`config.mk`:
```
export PLATFORM = sky130hd
export DESIGN_NAME = bit_serializer
export DESIGN_NICKNAME = d
export VERILOG_FILES = /design/src/rtl/bit_serializer.sv
export SDC_FILE = /design/constraint.sdc
export NUM_CORES = 1
export LEC_CHECK = 0
export CAP_MARGIN = 20
export CORE_MARGIN = 2
export CORE_UTILIZATION = 52
export DETAILED_ROUTE_END_ITERATION = 16
export PLACE_DENSITY = 0.77
export RECOVER_POWER = 100
export SYNTH_ARGS = -nofsm -noshare
export SYNTH_HDL_FRONTEND = slang
export SYNTH_SLANG_ARGS = --single-unit
```
`constraint.sdc`:
```
create_clock -name clk -period 2 [get_ports clk]
set_input_delay 0.5 -clock clk [delete_from_list [all_inputs] [get_ports clk]]
set_output_delay 0.5 -clock clk [all_outputs]
set_load 0.01 [all_outputs]
```
`src/rtl/bit_serializer.sv`:
```
// Parallel-to-serial converter: MSB-first, one bit per clock, idle level 0, optional inter-word gap.
// Optional even-parity bit after each word when SER_PARITY_EN is defined.
module bit_serializer #(
    parameter int WIDTH    = 8,
    parameter int IDLE_GAP = 0
) (
    input  logic             clk,
    input  logic             rst,
    input  logic [WIDTH-1:0] din,
    input  logic             din_valid,
    output logic             din_ready,
    output logic             x,
    output logic             busy,
    output logic             frame_start
);

    localparam int CNT_W = (WIDTH > 1) ? $clog2(WIDTH) : 1;
    localparam logic [CNT_W-1:0] LAST_BIT = CNT_W'(WIDTH - 1);
    localparam logic [7:0] GAP_LAST = 8'((IDLE_GAP > 0) ? (IDLE_GAP - 1) : 0);
    localparam bit HAS_GAP = (IDLE_GAP > 0);

`ifdef SER_PARITY_EN
    typedef enum logic [1:0] {IDLE = 2'd0, SHIFT = 2'd1, PARITY = 2'd2, GAP = 2'd3} state_t;
`else
    typedef enum logic [1:0] {IDLE = 2'd0, SHIFT = 2'd1, GAP = 2'd3} state_t;
`endif

    state_t           state, state_nxt;
    logic [CNT_W-1:0] bit_cnt, bit_cnt_nxt;
    logic [7:0]       gap_cnt, gap_cnt_nxt;
    logic [WIDTH-1:0] sreg, sreg_nxt;
    logic             x_nxt;
    logic             fs_nxt;
    logic             final_cycle;
    logic             gap_done;
    logic             take;
    logic             load;
`ifdef SER_PARITY_EN
    logic             par, par_nxt;
`endif

    // Final emit cycle of a frame and end-of-gap detection drive the ready window.
    always_comb begin
`ifdef SER_PARITY_EN
        final_cycle = (state == PARITY);
`else
        final_cycle = (state == SHIFT) && (bit_cnt == LAST_BIT);
`endif
        gap_done  = (state == GAP) && (gap_cnt == GAP_LAST);
        din_ready = !rst && ((state == IDLE) ||
                             (!HAS_GAP && final_cycle) ||
                             (HAS_GAP && gap_done));
        take      = din_valid && din_ready;
    end

    // Next-state and next-output computation.
    always_comb begin
        state_nxt   = state;
        bit_cnt_nxt = bit_cnt;
        gap_cnt_nxt = gap_cnt;
        sreg_nxt    = sreg;
        x_nxt       = 1'b0;
        fs_nxt      = 1'b0;
        load        = 1'b0;
`ifdef SER_PARITY_EN
        par_nxt     = par;
`endif
        case (state)
            IDLE: begin
                load = take;
            end
            SHIFT: begin
                if (bit_cnt != LAST_BIT) begin
                    bit_cnt_nxt = bit_cnt + CNT_W'(1);
                    sreg_nxt    = {sreg[WIDTH-2:0], 1'b0};
                    x_nxt       = sreg[WIDTH-2];
                end else begin
                    bit_cnt_nxt = '0;
`ifdef SER_PARITY_EN
                    state_nxt   = PARITY;
                    x_nxt       = par;
`else
                    if (HAS_GAP) begin
                        state_nxt   = GAP;
                        gap_cnt_nxt = 8'd0;
                    end else begin
                        state_nxt = IDLE;
                        load      = take;
                    end
`endif
                end
            end
`ifdef SER_PARITY_EN
            PARITY: begin
                if (HAS_GAP) begin
                    state_nxt   = GAP;
                    gap_cnt_nxt = 8'd0;
                end else begin
                    state_nxt = IDLE;
                    load      = take;
                end
            end
`endif
            GAP: begin
                if (gap_cnt == GAP_LAST) begin
                    state_nxt   = IDLE;
                    gap_cnt_nxt = 8'd0;
                    load        = take;
                end else begin
                    gap_cnt_nxt = gap_cnt + 8'd1;
                end
            end
            default: begin
                state_nxt = IDLE;
            end
        endcase
        // A transfer overrides the idle fallback so back-to-back frames have no bubble.
        if (load) begin
            state_nxt   = SHIFT;
            bit_cnt_nxt = '0;
            sreg_nxt    = din;
            x_nxt       = din[WIDTH-1];
            fs_nxt      = 1'b1;
`ifdef SER_PARITY_EN
            par_nxt     = ^din;
`endif
        end else begin
            fs_nxt = 1'b0;
        end
    end

    // State, counters and registered outputs with synchronous reset.
    always_ff @(posedge clk) begin
        if (rst) begin
            state       <= IDLE;
            bit_cnt     <= '0;
            gap_cnt     <= 8'd0;
            sreg        <= '0;
            x           <= 1'b0;
            busy        <= 1'b0;
            frame_start <= 1'b0;
`ifdef SER_PARITY_EN
            par         <= 1'b0;
`endif
        end else begin
            state       <= state_nxt;
            bit_cnt     <= bit_cnt_nxt;
            gap_cnt     <= gap_cnt_nxt;
            sreg        <= sreg_nxt;
            x           <= x_nxt;
            busy        <= (state_nxt != IDLE);
            frame_start <= fs_nxt;
`ifdef SER_PARITY_EN
            par         <= par_nxt;
`endif
        end
    end

endmodule
```
### Word-level counts from Yosys, hierarchy flattened

Cells that the tools add are included.

| word-level totals | value |
|---|---|
| word-level logic and storage cells | 41 |
| memories kept | 0 |
| bits in writable memories | 0 |
| register bits after elaboration | 23 |
| bits of input ports | 11 |
| ROM bits | 0 |
| latch bits | 0 |

| operators by class | value |
|---|---|
| multiply operators | 0 |
| divide/modulo/power cells | 0 |
| mux-type cells | 16 |
| order comparisons | 0 |
| bitwise operators | 0 |
| add/subtract/negate cells | 2 |
| equal/unequal tests | 4 |
| shift-type cells | 0 |
| reduce and logical (&&, ||, !) cells | 12 |

Operator list:

| kind | count |
|---|---|
| 2-to-1 mux 7 bit | 3 |
| adder 8 x 1 -> 8 bit, second input constant | 1 |
| zero test 8 bit | 1 |
| 2-to-1 mux 8 bit | 1 |
| 2-to-1 mux 1 bit | 6 |
| 2-to-1 mux 2 bit | 3 |
| case mux 2 bit (3 select lines) | 1 |
| nonzero test 2 bit | 3 |
| adder 3 x 1 -> 3 bit, second input constant | 1 |
| == test 3 bit, second input constant | 1 |
| logical AND 1 bit | 3 |
| 2-to-1 mux 3 bit | 1 |
| inequality test 3 bit, second input constant | 1 |
| case mux 1 bit (3 select lines) | 1 |
| == test 2 x 1 -> 1 bit, second input constant | 1 |
| == test 2 bit, second input constant | 1 |
| zero test 2 bit | 1 |
| AND reduction 2 bit | 1 |
| OR reduction 2 bit | 1 |
| zero test 1 bit | 1 |
| logical OR 1 bit | 1 |

### Longest topological paths before layout

| logic depth | value |
|---|---|
| depth after elaboration | 9 |
| depth in mapped cells | 8 |
| depth with buffers taken out | 6 |

### Worst setup path after synthesis

No wires, ideal clock.

| timing | value |
|---|---|
| kind | register to register |
| start | register bit_cnt[0] |
| end | register sreg[0] |
| library setup time | 0.121 ns |
| path slack | 0.233 ns |
| data required time | 1.879 ns |
| arrival time | 1.646 ns |
| stages on the path, launching flop included | 8 |
| buffers on the path | 2 |
| period minus slack after synthesis | 1.767 ns |
| cells stage by stage | dfxtp_1 > ha_1 > ha_1 > nor2b_4 > buf_6 > or4_4 > buf_6 > mux2_4 |

| between the ends | value |
|---|---|
| longest elaborated chain between the ends | 9 |

Ends and longest elaborated chain:

| what | line | text |
|---|---|---|
| start, declared | 29 | `logic [CNT_W-1:0] bit_cnt, bit_cnt_nxt;` |
| start signal, assigned | 147 | `bit_cnt <= bit_cnt_nxt;` |
| == test 3 bit | 47 | `final_cycle = (state == SHIFT) && (bit_cnt == LAST_BIT);` |
| logical AND 1 bit | 47 |  |
| logical OR 1 bit | 50 | `din_ready = !rst && ((state == IDLE) \|\|` |
| logical AND 1 bit | 50 |  |
| logical AND 1 bit | 53 | `take = din_valid && din_ready;` |
| 2-to-1 mux 1 bit, on equally long branches | 105, 73 |  |
| case mux 1 bit (3 select lines) | 68 | `case (state)` |
| nonzero test 2 bit (no line) | -- |  |
| AND reduction 2 bit (no line) | -- |  |
| end signal, assigned | 149 | `sreg <= sreg_nxt;` |
| end, declared | 31 | `logic [WIDTH-1:0] sreg, sreg_nxt;` |

Several ways; a longest one is shown, not always the timed one.
A chain may end at the register's enable or synchronous reset.

### Worst setup path after layout

| timing | value |
|---|---|
| start | register bit_cnt[0] |
| end | output din_ready |

| between the ends | value |
|---|---|
| longest elaborated chain between the ends | 4 |

Ends and longest elaborated chain:

| what | line | text |
|---|---|---|
| == test 3 bit | 47 |  |
| logical AND 1 bit | 47 |  |
| logical OR 1 bit | 50 |  |
| logical AND 1 bit | 50 |  |
| end, declared | 11 | `output logic din_ready,` |

Every way passes these cells.

==> results.tsv <==
metric	value	unit
status	finished clean	
grt_max_degree	16	
finalNetCount	148	
dp.cells	155	
ir_drop	0.506	mV
fin_crit	1.85	ns
synth_edf_count	0	
clkTransAtPathRegs	0.12	ns
period_share	92.7	%
arrival	1.35	ns
worst_hold_path_type	register to register	
rows	16	
worst_slew_pin_slew	0.323	ns
syn-instance-count	111	
cp_max_fo	3	
leakage	0.000479	uW
seqPwrFrac	60.0	%
grt_use_total	18.6	%
multiInputGateArea	537	um^2
cp-end-kind	primary output	
nFillCells	184	
wire_per_inst	12.8	um
seq_area_frac_synth	42.9	%
finalNonFillerCells	159	
p_comb_share	13.5	%
ys.flop_type	dfxtp_1	
drive_above_1_share	12.1	%
yosys_warnings	0	
diodes	0	
yosysTopAreaCell	dfxtp_1	
yosysUniqueCellTypes	31	
synthTopCellsByArea	dfxtp_1, mux2i_1, a21oi_1	
syn-num-nets	126	
routed_wl	2040	um
skew	0.00841	ns
drt_iter0_markers	13	
coreArea	1960	um^2
critPathKind	register to primary output	
yosysMostFrequentCell	dfxtp_1	
grt_overflow	0	
worst_skew_pair.late_latency	0.31	ns
slew_violations	0	
ioPinCount	15	
startpoint_type	register	
die_h	49.4	um
dp_hpwl	1530	um
postCtsHoldBufs	0	
syn_area	1070	um^2
die_area	2440	um^2
die_x	49.4	um
initial_utilization	54.7	%
max_slew_margin	78.5	%
power_frac_clock	26.6	%
worst_ep_required_time	1.50	ns
synth.ff_latch_count	23	
fmaxAchievable	540	MHz
cts_buffers	3	
synth_common_cells	dfxtp_1, a21oi_1, mux2i_1	
post_cts_buffers	0	
hold_viol	0	
syn_area_per_cell	9.67	um^2
synthArstFlopShare	0	%
root_buffer	clkbuf_4	
p_sw	194	uW
dp_slack	-0.140	ns
avgViaCountPerCell	5.66	
firstDrtPassIters	4	
gp_congestion	0.752	
remaining_drc_errors	0	
seq_area	462	um^2
hold-worst-slack	0.485	ns
power_per_cell_area	630	nW/um^2
grt_pass1_vias	884	
switching_share	24.0	%
p_int	613	uW
grt_setup_unrepaired	false	
antenna_found_initial	0	
tritoncts	built	
max_cap_viol_count	0	
port_buffers	14	
area_delta_synth_final	19.2	%
power.total	807	uW
h-tree-depth	1	
clockBufferDepth	2	
drtAntennaViolNets	0	
cts_sinks	23	
setup_viol	0	
synth_top_cell_area_share	42.9	%
num_vias	900	
fin_ws	0.147	ns
grt_pass1_wl	3540	um
cell type report:
class,instances,area share [%]
multi-input cells,75,41.9
flip-flops and latches,23,36.1
repair buffers,23,15.2
well taps,27,2.64
clock buffers,4,2.05
inverters,7,2.05
worst max-delay path, cell delays in order, from the launching register on:
cell	delay, ns
dfxtp_2	0.36
ha_1	0.15
ha_2	0.20
nor2b_4	0.05
nor3_1	0.12
clkbuf_2	0.16
what timing repair did:
item / in CTS / in global routing
gates resized for setup: 4 / 2
endpoints found under the hold margin: 0 / 0
setup endpoints to repair: 1 / 1
sequential cells by signal, indices dropped and copies added, names as in the netlist:
signal       cells
gap_cnt          8
sreg             7
bit_cnt          3
state            2
busy             1
frame_start      1
x                1
path summary, 6_finish.rpt:
kind                                  from         end  slack [ns]  cells past startpoint
worst max-delay path            bit_cnt[0]   din_ready        0.15                      5
worst min-delay path            gap_cnt[7]  gap_cnt[7]        0.48                      2
worst max register to register  bit_cnt[0]     sreg[0]        0.16                      6
worst min register to register  gap_cnt[7]  gap_cnt[7]        0.48                      2
power groups by stage:
| stage | clock network (uW) | registers [uW] | logic, uW |
|---|---|---|---|
| 2_1_floorplan | 0 | 494 | 68.0 |
| 3_3_place_gp | 0 | 493 | 115 |
| 3_5_place_dp | 0 | 494 | 117 |
| 4_1_cts | 223 | 484 | 116 |
| 5_1_grt | 240 | 486 | 119 |
| 6_report | 214 | 484 | 109 |
per-layer routing:
layer,vias up,GRT usage [%],part of all wire [%]
li1,452,-,-
met2,25,34.9,49
met1,421,20.2,45
met4,0,2.78,0.34
met5,-,0,0
met3,2,6.75,4.9
placed cells by master (no fill, tap or decap), types with 2 or more instances in the layout:
cell             count
a21oi_1             13
nand3_1              6
mux2i_1              8
a31oi_1              2
buf_4                6
inv_1                6
or3_1                5
dlygate4sd3_1        3
or4_1                2
nor3b_1              2
clkbuf_1             3
dfxtp_1             22
ha_1                 3
clkdlybuf4s50_1     10
nor3_1               3
o41ai_1              6
clkbuf_4             4
nand2_1              4
o21ai_0              5
nor2_1               3
o31ai_1              2
cell families after synthesis:
group | share of synthesized area, %
flops | 42.9
mux | 8.86
buf+inv | 6.64
compound gates | 19.5
xor+xnor | 0.816
simple gates | 16.7
fa+ha+maj | 4.66
stage by stage:
stage | area [um^2] | TNS (ns) | util [%]
after floorplan | 1070 | 0 | -
after global placement | 1270 | -0.235 | 64.7
after detailed placement | 1270 | -0.404 | 64.7
after CTS | 1300 | 0 | 66.3
after global routing | 1280 | 0 | 65.2
final | 1280 | 0 | 65.2
(Power assumes the default switching activity.)
